### config.mk
export PLATFORM = sky130hd
export DESIGN_NAME = frame_length_delimiter_flat
export DESIGN_NICKNAME = d
export VERILOG_FILES = /design/src/rtl/frame_length_delimiter_pkg.sv /design/src/rtl/frame_length_delimiter_if.sv /design/src/rtl/frame_length_delimiter.sv /design/src/flat_wrapper.sv
export SDC_FILE = /design/constraint.sdc
export NUM_CORES = 1
export LEC_CHECK = 0
export ABC_AREA = 1
export CAP_MARGIN = 20
export CORE_MARGIN = 2
export CORE_UTILIZATION = 45
export CTS_CLUSTER_DIAMETER = 30
export DETAILED_ROUTE_END_ITERATION = 8
export DONT_BUFFER_PORTS = 1
export GPL_TIMING_DRIVEN = 0
export PLACE_DENSITY = 0.66
export SKIP_CTS_REPAIR_TIMING = 1
export SLEW_MARGIN = 15
export SYNTH_ARGS = -nofsm -noshare
export SYNTH_HDL_FRONTEND = slang
export SYNTH_SLANG_ARGS = --single-unit
### constraint.sdc
create_clock -name clk -period 4.3 [get_ports clk]
set_input_delay 0.215 -clock clk [delete_from_list [all_inputs] [get_ports clk]]
set_output_delay 0.215 -clock clk [all_outputs]
set_load 0.01 [all_outputs]
### src/rtl/frame_length_delimiter_pkg.sv
// Shared definitions for the frame-length delimiter and its extractor twin:
// the two-state encoding and the timestamp footer byte count.
package frame_length_delimiter_pkg;

    typedef enum logic [0:0] {
        STATE_IDLE   = 1'b0,
        STATE_STREAM = 1'b1
    } state_t;

    // Footer bytes appended after each frame body; zero when the footer is off.
    function automatic int ts_bytes(input bit enable_footer, input int timestamp_width);
        return enable_footer ? (timestamp_width / 8) : 0;
    endfunction

endpackage

### src/rtl/frame_length_delimiter_if.sv
// AXI4-Stream style channel used for the length side channel and the
// frame data input/output of the frame-length delimiter.
interface frame_length_delimiter_if #(
    parameter int WIDTH = 8
) ();
    logic [WIDTH-1:0] tdata;
    logic             tvalid;
    logic             tready;
    logic             tlast;

    modport master (output tdata, output tvalid, output tlast, input tready);
    modport slave  (input tdata, input tvalid, input tlast, output tready);
endinterface

### src/rtl/frame_length_delimiter.sv
// Frame-length delimiter: takes one length per frame from a side channel and
// forwards exactly length + footer bytes, regenerating tlast from the count.
// Optional build macro FRAME_LENGTH_CHECK_EN adds a sticky length_error flag
// raised when the input tlast disagrees with the regenerated one.
//
//   state        | meaning
//   -------------+-----------------------------------------------------
//   STATE_IDLE   | waiting for a length word; data channel stalled
//   STATE_STREAM | passing bytes through, remaining_q beats left after this
module frame_length_delimiter
    import frame_length_delimiter_pkg::*;
#(
    parameter int DATA_WIDTH              = 8,
    parameter int FRAME_LENGTH_WIDTH      = 16,
    parameter int ENABLE_TIMESTAMP_FOOTER = 1,
    parameter int TIMESTAMP_WIDTH         = 72
) (
    input  logic                      clk,
    input  logic                      rstn,
    frame_length_delimiter_if.slave   s_axis_frame_length,
    frame_length_delimiter_if.slave   s_axis,
    frame_length_delimiter_if.master  m_axis,
    output logic                      length_error
);

    localparam int TS_BYTES = ts_bytes(ENABLE_TIMESTAMP_FOOTER != 0, TIMESTAMP_WIDTH);
    // One extra bit so length + footer never wraps.
    localparam int CNT_W    = FRAME_LENGTH_WIDTH + 1;

    state_t             state_q;
    state_t             state_d;
    logic [CNT_W-1:0]   remaining_q;
    logic [CNT_W-1:0]   remaining_d;
    logic [CNT_W-1:0]   total;
    logic               len_hs;
    logic               data_hs;
    logic               last_beat;

    assign total     = {1'b0, s_axis_frame_length.tdata} + CNT_W'(TS_BYTES);
    assign len_hs    = s_axis_frame_length.tvalid && s_axis_frame_length.tready;
    assign data_hs   = s_axis.tvalid && s_axis.tready;
    assign last_beat = (remaining_q == '0);

    // Handshake and pass-through outputs; everything is held quiet while
    // rstn is low so a mid-frame reset stops traffic in the same cycle.
    always_comb begin
        s_axis_frame_length.tready = 1'b0;
        s_axis.tready              = 1'b0;
        m_axis.tvalid              = 1'b0;
        m_axis.tlast               = 1'b0;
        m_axis.tdata               = s_axis.tdata;
        if (rstn) begin
            case (state_q)
                STATE_IDLE: begin
                    s_axis_frame_length.tready = 1'b1;
                end
                STATE_STREAM: begin
                    s_axis.tready = m_axis.tready;
                    m_axis.tvalid = s_axis.tvalid;
                    m_axis.tlast  = last_beat;
                end
                default: begin
                    s_axis_frame_length.tready = 1'b0;
                end
            endcase
        end
    end

    // Next state and beat counter.
    always_comb begin
        state_d     = state_q;
        remaining_d = remaining_q;
        case (state_q)
            STATE_IDLE: begin
                // A zero total consumes the length and stays idle.
                if (len_hs && (total != '0)) begin
                    remaining_d = total - CNT_W'(1);
                    state_d     = STATE_STREAM;
                end
            end
            STATE_STREAM: begin
                if (data_hs) begin
                    if (last_beat) begin
                        state_d = STATE_IDLE;
                    end else begin
                        remaining_d = remaining_q - CNT_W'(1);
                    end
                end
            end
            default: begin
                state_d     = STATE_IDLE;
                remaining_d = '0;
            end
        endcase
    end

    // State and counter registers, synchronous active-low reset.
    always_ff @(posedge clk) begin
        if (!rstn) begin
            state_q     <= STATE_IDLE;
            remaining_q <= '0;
        end else begin
            state_q     <= state_d;
            remaining_q <= remaining_d;
        end
    end

`ifdef FRAME_LENGTH_CHECK_EN
    logic length_error_q;
    logic length_error_d;

    // Sticky flag: any beat whose input tlast differs from the regenerated one.
    always_comb begin
        length_error_d = length_error_q;
        if ((state_q == STATE_STREAM) && data_hs && (s_axis.tlast != last_beat)) begin
            length_error_d = 1'b1;
        end
    end

    // Error flag register; only reset clears it.
    always_ff @(posedge clk) begin
        if (!rstn) begin
            length_error_q <= 1'b0;
        end else begin
            length_error_q <= length_error_d;
        end
    end

    assign length_error = length_error_q;
`else
    assign length_error = 1'b0;
`endif

endmodule

### src/flat_wrapper.sv
// flat-port wrapper written by rule: the top's interface ports become plain ports
module frame_length_delimiter_flat import frame_length_delimiter_pkg::*;
#(
    parameter int DATA_WIDTH              = 8,
    parameter int FRAME_LENGTH_WIDTH      = 16,
    parameter int ENABLE_TIMESTAMP_FOOTER = 1,
    parameter int TIMESTAMP_WIDTH         = 72
)
  (clk, rstn, length_error, s_axis_frame_length_tdata, s_axis_frame_length_tvalid, s_axis_frame_length_tlast, s_axis_frame_length_tready, s_axis_tdata, s_axis_tvalid, s_axis_tlast, s_axis_tready, m_axis_tdata, m_axis_tvalid, m_axis_tlast, m_axis_tready);
  frame_length_delimiter_if #(.WIDTH((16))) s_axis_frame_length_i ();
  frame_length_delimiter_if #(.WIDTH((8))) s_axis_i ();
  frame_length_delimiter_if #(.WIDTH((8))) m_axis_i ();
  input  logic clk;
  input  logic rstn;
  output logic length_error;
  input wire logic [$bits(s_axis_frame_length_i.tdata)-1:0] s_axis_frame_length_tdata;
  input wire logic [$bits(s_axis_frame_length_i.tvalid)-1:0] s_axis_frame_length_tvalid;
  input wire logic [$bits(s_axis_frame_length_i.tlast)-1:0] s_axis_frame_length_tlast;
  output wire logic [$bits(s_axis_frame_length_i.tready)-1:0] s_axis_frame_length_tready;
  input wire logic [$bits(s_axis_i.tdata)-1:0] s_axis_tdata;
  input wire logic [$bits(s_axis_i.tvalid)-1:0] s_axis_tvalid;
  input wire logic [$bits(s_axis_i.tlast)-1:0] s_axis_tlast;
  output wire logic [$bits(s_axis_i.tready)-1:0] s_axis_tready;
  output wire logic [$bits(m_axis_i.tdata)-1:0] m_axis_tdata;
  output wire logic [$bits(m_axis_i.tvalid)-1:0] m_axis_tvalid;
  output wire logic [$bits(m_axis_i.tlast)-1:0] m_axis_tlast;
  input wire logic [$bits(m_axis_i.tready)-1:0] m_axis_tready;
  assign s_axis_frame_length_i.tdata = s_axis_frame_length_tdata;
  assign s_axis_frame_length_i.tvalid = s_axis_frame_length_tvalid;
  assign s_axis_frame_length_i.tlast = s_axis_frame_length_tlast;
  assign s_axis_frame_length_tready = s_axis_frame_length_i.tready;
  assign s_axis_i.tdata = s_axis_tdata;
  assign s_axis_i.tvalid = s_axis_tvalid;
  assign s_axis_i.tlast = s_axis_tlast;
  assign s_axis_tready = s_axis_i.tready;
  assign m_axis_tdata = m_axis_i.tdata;
  assign m_axis_tvalid = m_axis_i.tvalid;
  assign m_axis_tlast = m_axis_i.tlast;
  assign m_axis_i.tready = m_axis_tready;
  frame_length_delimiter #(.DATA_WIDTH(DATA_WIDTH), .FRAME_LENGTH_WIDTH(FRAME_LENGTH_WIDTH), .ENABLE_TIMESTAMP_FOOTER(ENABLE_TIMESTAMP_FOOTER), .TIMESTAMP_WIDTH(TIMESTAMP_WIDTH)) u_core (.clk(clk), .rstn(rstn), .s_axis_frame_length(s_axis_frame_length_i), .s_axis(s_axis_i), .m_axis(m_axis_i), .length_error(length_error));
endmodule
### Word-level counts from Yosys, hierarchy flattened

Cells that the tools add are included.

* flip-flop bits (word level): 18
* input port bits: 31
* output and inout port bits: 13
* logic and storage cells: 31

* add/subtract/negate cells: 3
* equal/unequal tests: 3
* multiplexer cells: 16
* bitwise operators: 1
* reduce and logical (&&, ||, !) cells: 6

Operators by type and width (count)
* 2-to-1 mux 17 bit: 3
* case mux 17 bit (2 select lines): 1
* subtractor 17 x 1 -> 17 bit, second input constant: 2
* adder 16 x 4 -> 17 bit, second input constant: 1
* zero test 17 bit: 1
* nonzero test 17 bit: 1
* 2-to-1 mux 1 bit: 11
* != test 2 bit, second input constant: 2
* logical AND 1 bit: 3
* AND reduction 3 bit: 1
* != test 2 x 1 -> 1 bit, second input constant: 1
* case mux 1 bit (2 select lines): 1
* NOT 1 bit: 1

### Logic depth before layout (Yosys ltp)

Gate-level depths: netlist of the first run.

* depth in word-level cells: 6
* gate-level depth with buffers: 16
* depth with buffers taken out: 16

### Least setup slack after synthesis of the first run

OpenSTA, ideal clock, no wires.

* kind: in2reg
* from: input port s_axis_frame_length_tdata[0]
* to: register u_core.remaining_q[10]
* library setup time: 109 ps
* data arrival time: 1855 ps
* data required time: 4191 ps
* path slack: 2337 ps
* stages on the path: 14
* buffers on the path: 0
* path through: ha_1 -> o21ai_0 -> ha_1 -> inv_1 -> nor2_1 -> nand2_1 -> nor2_1 -> nand3_1 -> nor2_2 -> nand2_1 -> xnor2_1 -> nand2_1 -> nand2_1 -> inv_1

* longest elaborated chain between the ends: 5
* elaborated cells between the ends (all ways): 8
* those cells by class: 2 x add/sub; 1 x eq/ne; 2 x mux; 3 x reduce/logical

Ends and longest elaborated chain
* start, declared: RTL line flat_wrapper.sv:16 `input wire logic [$bits(s_axis_frame_length_i.tdata)-1:0] s_axis_frame_length_tdata;`
* adder 16 x 4 -> 17 bit *: RTL line frame_length_delimiter.sv:39 `assign total = {1'b0, s_axis_frame_length.tdata} + CNT_W'(TS_BYTES);`
* parallel branches: the longest is 4 deep, another holds subtractor 17 x 1 -> 17 bit
* end signal, assigned: RTL line frame_length_delimiter.sv:104 `remaining_q <= remaining_d;`
* end, declared: RTL line frame_length_delimiter.sv:32 `logic [CNT_W-1:0] remaining_q;`

Every way passes the cells marked *. The select of a mux whose other input is x is not followed.
A chain may end at the register's enable or synchronous reset.

### Final worst setup path of the first run

* from: register u_core.state_q
* to: register u_core.remaining_q[10]

* longest elaborated chain between the ends: 6
* elaborated cells between the ends (all ways): 13
* those cells by class: 3 x eq/ne; 5 x mux; 1 x bitwise; 4 x reduce/logical

Ends and longest elaborated chain
* start, declared: RTL line frame_length_delimiter.sv:30 `state_t state_q;`
* start signal, assigned: RTL line frame_length_delimiter.sv:103 `state_q <= state_d;`
* 2-to-1 mux 1 bit: RTL line frame_length_delimiter.sv:53 `case (state_q)`
* 2-to-1 mux 1 bit: RTL line frame_length_delimiter.sv:52 `if (rstn) begin`
* logical AND 1 bit: RTL line frame_length_delimiter.sv:40 `assign len_hs = s_axis_frame_length.tvalid && s_axis_frame_length.tready;`
* logical AND 1 bit: RTL line frame_length_delimiter.sv:76 `if (len_hs && (total != '0)) begin`
* != test 2 x 1 -> 1 bit (no source line)
* AND reduction 3 bit (no source line)

Several ways; a longest one is shown, not always the timed one.

==> results of run 1 <==
## final cells by class
type | count | area [um2] | share of cell area (%)
buffer | 17 | 103 | 5.08
clock buffer | 3 | 41.3 | 2.04
inverter | 51 | 191 | 9.47
multi-input combinational | 257 | 1260 | 62.5
sequential | 18 | 360 | 17.8
tap | 50 | 62.6 | 3.10
## metal layers
layer	up-vias	global-route usage (%)	routed length [um]
met5	-	0	0
met4	0	6.97	86
met3	7	2.18	268
met2	53	33.8	2180
met1	879	28.9	2310
li1	1093	-	-
## where the power goes
group          total (mW)  switching, mW  internal [mW]  leakage (nW)
combinational       0.206          0.134         0.0720         0.844
clock               0.125         0.0621         0.0626        0.0216
sequential          0.196         0.0127          0.183         0.148
## sequential cells by signal (all words and copies together) (netlist names)
signal,count
u_core.state_q,1
u_core.remaining_q,17
## synthesized netlist by cell type, drive strengths merged, types with 5 or more instances
| master | n |
|---|---|
| or2 | 7 |
| nor2 | 37 |
| clkbuf | 5 |
| inv | 51 |
| nand2 | 103 |
| nand3 | 48 |
| dfxtp | 18 |
| buf | 12 |
| o21ai | 21 |
| nand3b | 6 |
| a21oi | 6 |
| nand4 | 8 |
## cells by family (layout without fill, tap and decap cells)
kind of cell,count (synthesis),in the layout,share of synthesized area (%)
adder cells (fa/ha/maj),3,3,1.96
buffers and inverters,68,71,15.3
other,1,1,0.196
AO/OA/AOI/OAI,33,33,9.92
XOR/XNOR,2,2,0.914
flip-flops,18,18,18.8
AND/OR/NAND/NOR,218,218,52.9
## worst paths after layout
path	startpoint	end	slack (ns)	cells past startpoint
worst max-delay path	u_core.state_q	u_core.remaining_q[10]	2.11	14
worst min-delay path	s_axis_frame_length_tvalid	u_core.state_q	0.09	2
worst max register to register	u_core.state_q	u_core.remaining_q[10]	2.11	14
worst min register to register	u_core.remaining_q[2]	u_core.remaining_q[2]	0.50	2
## stage by stage
step / instance area, um2 / util, % / cells
4_1_cts: 2020 / 49.8 / 396
3_5_place_dp: 1980 / 48.8 / 393
3_3_place_gp: 1980 / 48.8 / 393
6_report: 2020 / 49.8 / 396
2_1_floorplan: 1920 / - / 343
5_1_grt: 2020 / 49.8 / 396
## worst max-delay path: stages (launching register included)
cell and delay [ns]:
dfxtp_1 0.44, inv_2 0.12, o21ai_2 0.19, ha_1 0.21
inv_1 0.04, nor2_1 0.18, nand2_1 0.10, nor2_1 0.10
nand3_1 0.11, nor2_2 0.18, nand2_1 0.11, xnor2_1 0.15
nand2_1 0.06, nand2_1 0.07, inv_1 0.04
==> reports/metrics.yaml, run 1 <==
chipHeight_um: 69.3
layout_common_cells: "nand2_1, inv_1, nand3_1"
cts-root-buf: "clkbuf_8"
final_common_cell: "nand2_1"
clock-sinks: 18
vias: 2032
finalWeightedCongestion: 0.912
insertion_delay_ns: 0.26
place_ws_ns: 2.04
drc: 0
yosysWarnings: 0
die_w_um: 69.3
post-route-min-period_ns: 2.19
design.core.area_um2: 4060
cp-end-kind: "flop"
yosysTopAreaCell: "nand2_1"
layout-drive-gt1-share_pct: 10.1
syn-num-nets: 377
power_uw: 527
antenna_found_initial: 0
critPathMaxFanout: 8
skew_ns: 0.00666
routedWlPerCell_um: 12.2
worstPathArrival_ns: 2.36
slew_violations: 0
ir_worst_vdd_mv: 0.174
final_hold_viol_count: 0
whs_ns: 0.0879
numCtsBuffers: 3
grt_max_degree: 11
critical_path_required_ns: 4.46
crit_type: "reg -> reg"
p_leak_nw: 1.01
gr-total-overflow: 0
synth_area_leaders: "nand2_1, dfxtp_1, nand3_1, inv_1, nor2_1"
ys_ff_latch: 18
path_clk_slew_ns: 0.07
antennaDiodeCount: 0
ys.flop_type: "dfxtp_1"
fmax_ghz: 0.456
setup_viol: 0
outcome: "finished, final reports clean"
fin_crit_sh_pct: 51.0
ant_nets: 0
grt_pass1_wl_um: 8270
viasPerCell: 5.13
layout.nets: 382
drt_first_pass_iters: 4
start_util_pct: 47.2
final.setup.tns_ns: 0
grtUsageTotal_pct: 20.9
wirelength_um: 4840
first_global_vias: 1823
synth-edff-count: 0
tightestPinTransition_ns: 0.522
synth.top_cell.area_share_pct: 19.6
nFillCells: 455
cts_tree: "built"
ys_types: 31
synthCells: 343
port_buffers: 0
seq_area_frac_synth_pct: 18.8
ioPinCount: 44
syn-cell-area_um2: 1920
critPathLaunchType: "flop"
worstHoldPathType: "in -> reg"
worst_slack_ns: 2.11
async_reset_ff_share_pct: 0
syn2layout_area_growth_pct: 5.42
first_iter_violations: 146
hpwl_um: 3890
core.rowCount: 23
htree_levels: 1
syn_area_per_cell_um2: 5.59
maxCapViolCount: 0
slew_headroom_pct: 65.2
p_per_area_nw_per_um2: 261
cts_buffer_depth: 2
fp.dieArea_um2: 4800
rsz0062_at_grt: "no"
No activity file was read; power rests on OpenSTA's default activity.
==> run 2, diff against run 1 <==
Settings changed: ABC_AREA 1 to 0.
Clock period 4.3 ns to 2.18 ns, I/O delays scaled along.
==> run 2 against run 1 <==
The flow now finishes with violations (setup timing); final cell count fell by 24%; worst setup slack got worse by 2.5 ns; power rose by 100%; register-to-register slack got worse by 2.5 ns; global-route usage rose by 1.9 points; sequential share of layout area fell by 0.97 points; die area fell by 8.1%; design area rose by 6.9%; combinational power rose by 110%; clock skew fell by 0.0029 ns; synthesized area fell by 8.6%; wire length rose by 5.0%; critical path type unchanged.
==> reports/metrics.yaml, run 2 <==
outcome: "finished with violations"
violations: "setup timing"
place_ws_ns: -0.616
drc: 0
power_mw: 1.05
critPathMaxFanout: 5
seq_area_frac_synth_pct: 20.6
ys_ff_latch: 18
syn-num-nets: 263
yosysWarnings: 0
layout-drive-gt1-share_pct: 28.5
worstHoldPathType: "in -> reg"
ir_worst_vdd_mv: 0.347
routedWlPerCell_um: 16.9
rsz0062_at_grt: "yes"
synth.top_cells.by_count: "nand2_1, o21ai_0, dfxtp_1, a21oi_1, nor2_1"
syn2layout_area_growth_pct: 23.2
maxCapViolCount: 0
skew_ns: 0.00375
antenna_found_initial: 0
critical_path_buf_inv_count: 4
final_cells: 301
slew_headroom_pct: 52.0
finalWeightedCongestion: 0.801
port_buffers: 0
synth-edff-count: 0
setup_viol: 11
critical_path_required_ns: 2.37
synth_area_leaders: "dfxtp_1, o21ai_0, xor2_1, a21oi_1, buf_4"
path_clk_slew_ns: 0.07
final_util_pct: 58.1
r2r_slack_ns: -0.36
worstPathArrival_ns: 2.73
cts_buffer_depth: 2
critPathLaunchType: "flop"
design.core.area_um2: 3720
ioPinCount: 44
worst_path_max_delay_cell: "dfxtp_4"
slew_violations: 0
final_common_cell: "buf_4"
dpl_cell_area_um2: 1860
core.rowCount: 22
ys.flop_type: "dfxtp_1"
cts-root-buf: "clkbuf_8"
ys_types: 59
numCtsBuffers: 3
fmax_ghz: 0.393
synthCells: 229
synth.most_common_cell: "nand2_1"
die_w_um: 66.4
syn_area_per_cell_um2: 7.65
vias: 1832
nFillCells: 365
first_global_vias: 1559
insertion_delay_ns: 0.25
grt_max_degree: 11
yosysTopAreaCell: "dfxtp_1"
layout.nets: 289
antennaDiodeCount: 0
start_util_pct: 47.2
drt_first_pass_iters: 5
hpwl_um: 3540
syn-cell-area_um2: 1750
tightestPinTransition_ns: 0.716
cp_common_cell: "buf_8"
crit_type: "reg -> reg"
layout_common_cells: "buf_4, nand2_1, dfxtp_1"
worst_slack_ns: -0.364
cts_tree: "built"
htree_levels: 1
synth.top_cell.area_share_pct: 20.6
grt_pass1_wl_um: 7590
fp.dieArea_um2: 4410
grtUsageTotal_pct: 22.7
cp-end-kind: "flop"
largest_reg_flops: 17
crit_chain: "buf_8, inv_4, buf_6, buf_8, o21ai_4, ha_4, o2111ai_4, or3_4, nor3_4, nand4_1, xor2_1, a21oi_1"
max_stage_delay_ns: 0.39
p_leak_nw: 0.806
p_per_area_nw_per_um2: 488
fin_crit_sh_pct: 117
final_cell_area_um2: 2160
gr-total-overflow: 0
chipHeight_um: 66.4
first_iter_violations: 96
crit_family: "simple AND/OR/NAND/NOR gates"
place_inst: 277
regMostFlops: "u_core.remaining_q"
ant_nets: 0
wirelength_um: 5080
clock-sinks: 18
viasPerCell: 6.09
async_reset_ff_share_pct: 0
final_hold_viol_count: 0
post-route-min-period_ns: 2.54
reg_top3: "u_core.remaining_q: 17 flops, u_core.state_q: 1 flops"
==> run 2: path summary, 6_finish.rpt <==
check	to	depth (start not counted)	start
min reg2reg	u_core.remaining_q[12]	2	u_core.remaining_q[12]
min	u_core.state_q	2	s_axis_frame_length_tvalid
max reg2reg	u_core.remaining_q[14]	12	u_core.state_q
max	u_core.remaining_q[14]	12	u_core.state_q
==> run 2: logic make-up after synthesis <==
family          count (synthesis)  synth area share [%]
simple gates                   95                  29.3
compound gates                 69                  27.0
buf+inv                        25                  11.1
flops                          18                  20.6
xor+xnor                       13                  6.50
mux                             5                  3.14
fa+ha+maj                       3                  2.14
other cells                     1                 0.214
==> run 2: cell type report <==
class | instances | area (um2) | share of cell area, %
Multi-Input combinational cell | 186 | 1300 | 60.4
Sequential cell | 18 | 364 | 16.9
Tap cell | 48 | 60.1 | 2.78
Clock buffer | 3 | 41.3 | 1.91
Inverter | 4 | 17.5 | 0.811
Buffer | 20 | 204 | 9.44
Timing Repair Buffer | 22 | 169 | 7.82
==> run 2: metal layers <==
metal	vias to the layer above	part of all wire, %	global-route usage, %
li1	905	-	-
met5	-	0	0
met3	7	4.8	4.77
met4	0	0.83	5.36
met1	867	43	29.9
met2	53	52	37.8
==> run 2: through the flow <==
step / hold WS, ns / setup TNS, ns
global placement: 0.302 / -4.07
CTS: 0.0362 / -4.83
detailed placement: 0.301 / -4.57
global route: 0.0534 / -3.46
finish: 0.0366 / -2.38
floorplan: 0.288 / -0.841
==> run 2: where the power goes <==
| group | switching, mW | internal [mW] |
|---|---|---|
| clock | 0.112 | 0.123 |
| combinational | 0.227 | 0.206 |
| sequential | 0.0305 | 0.355 |
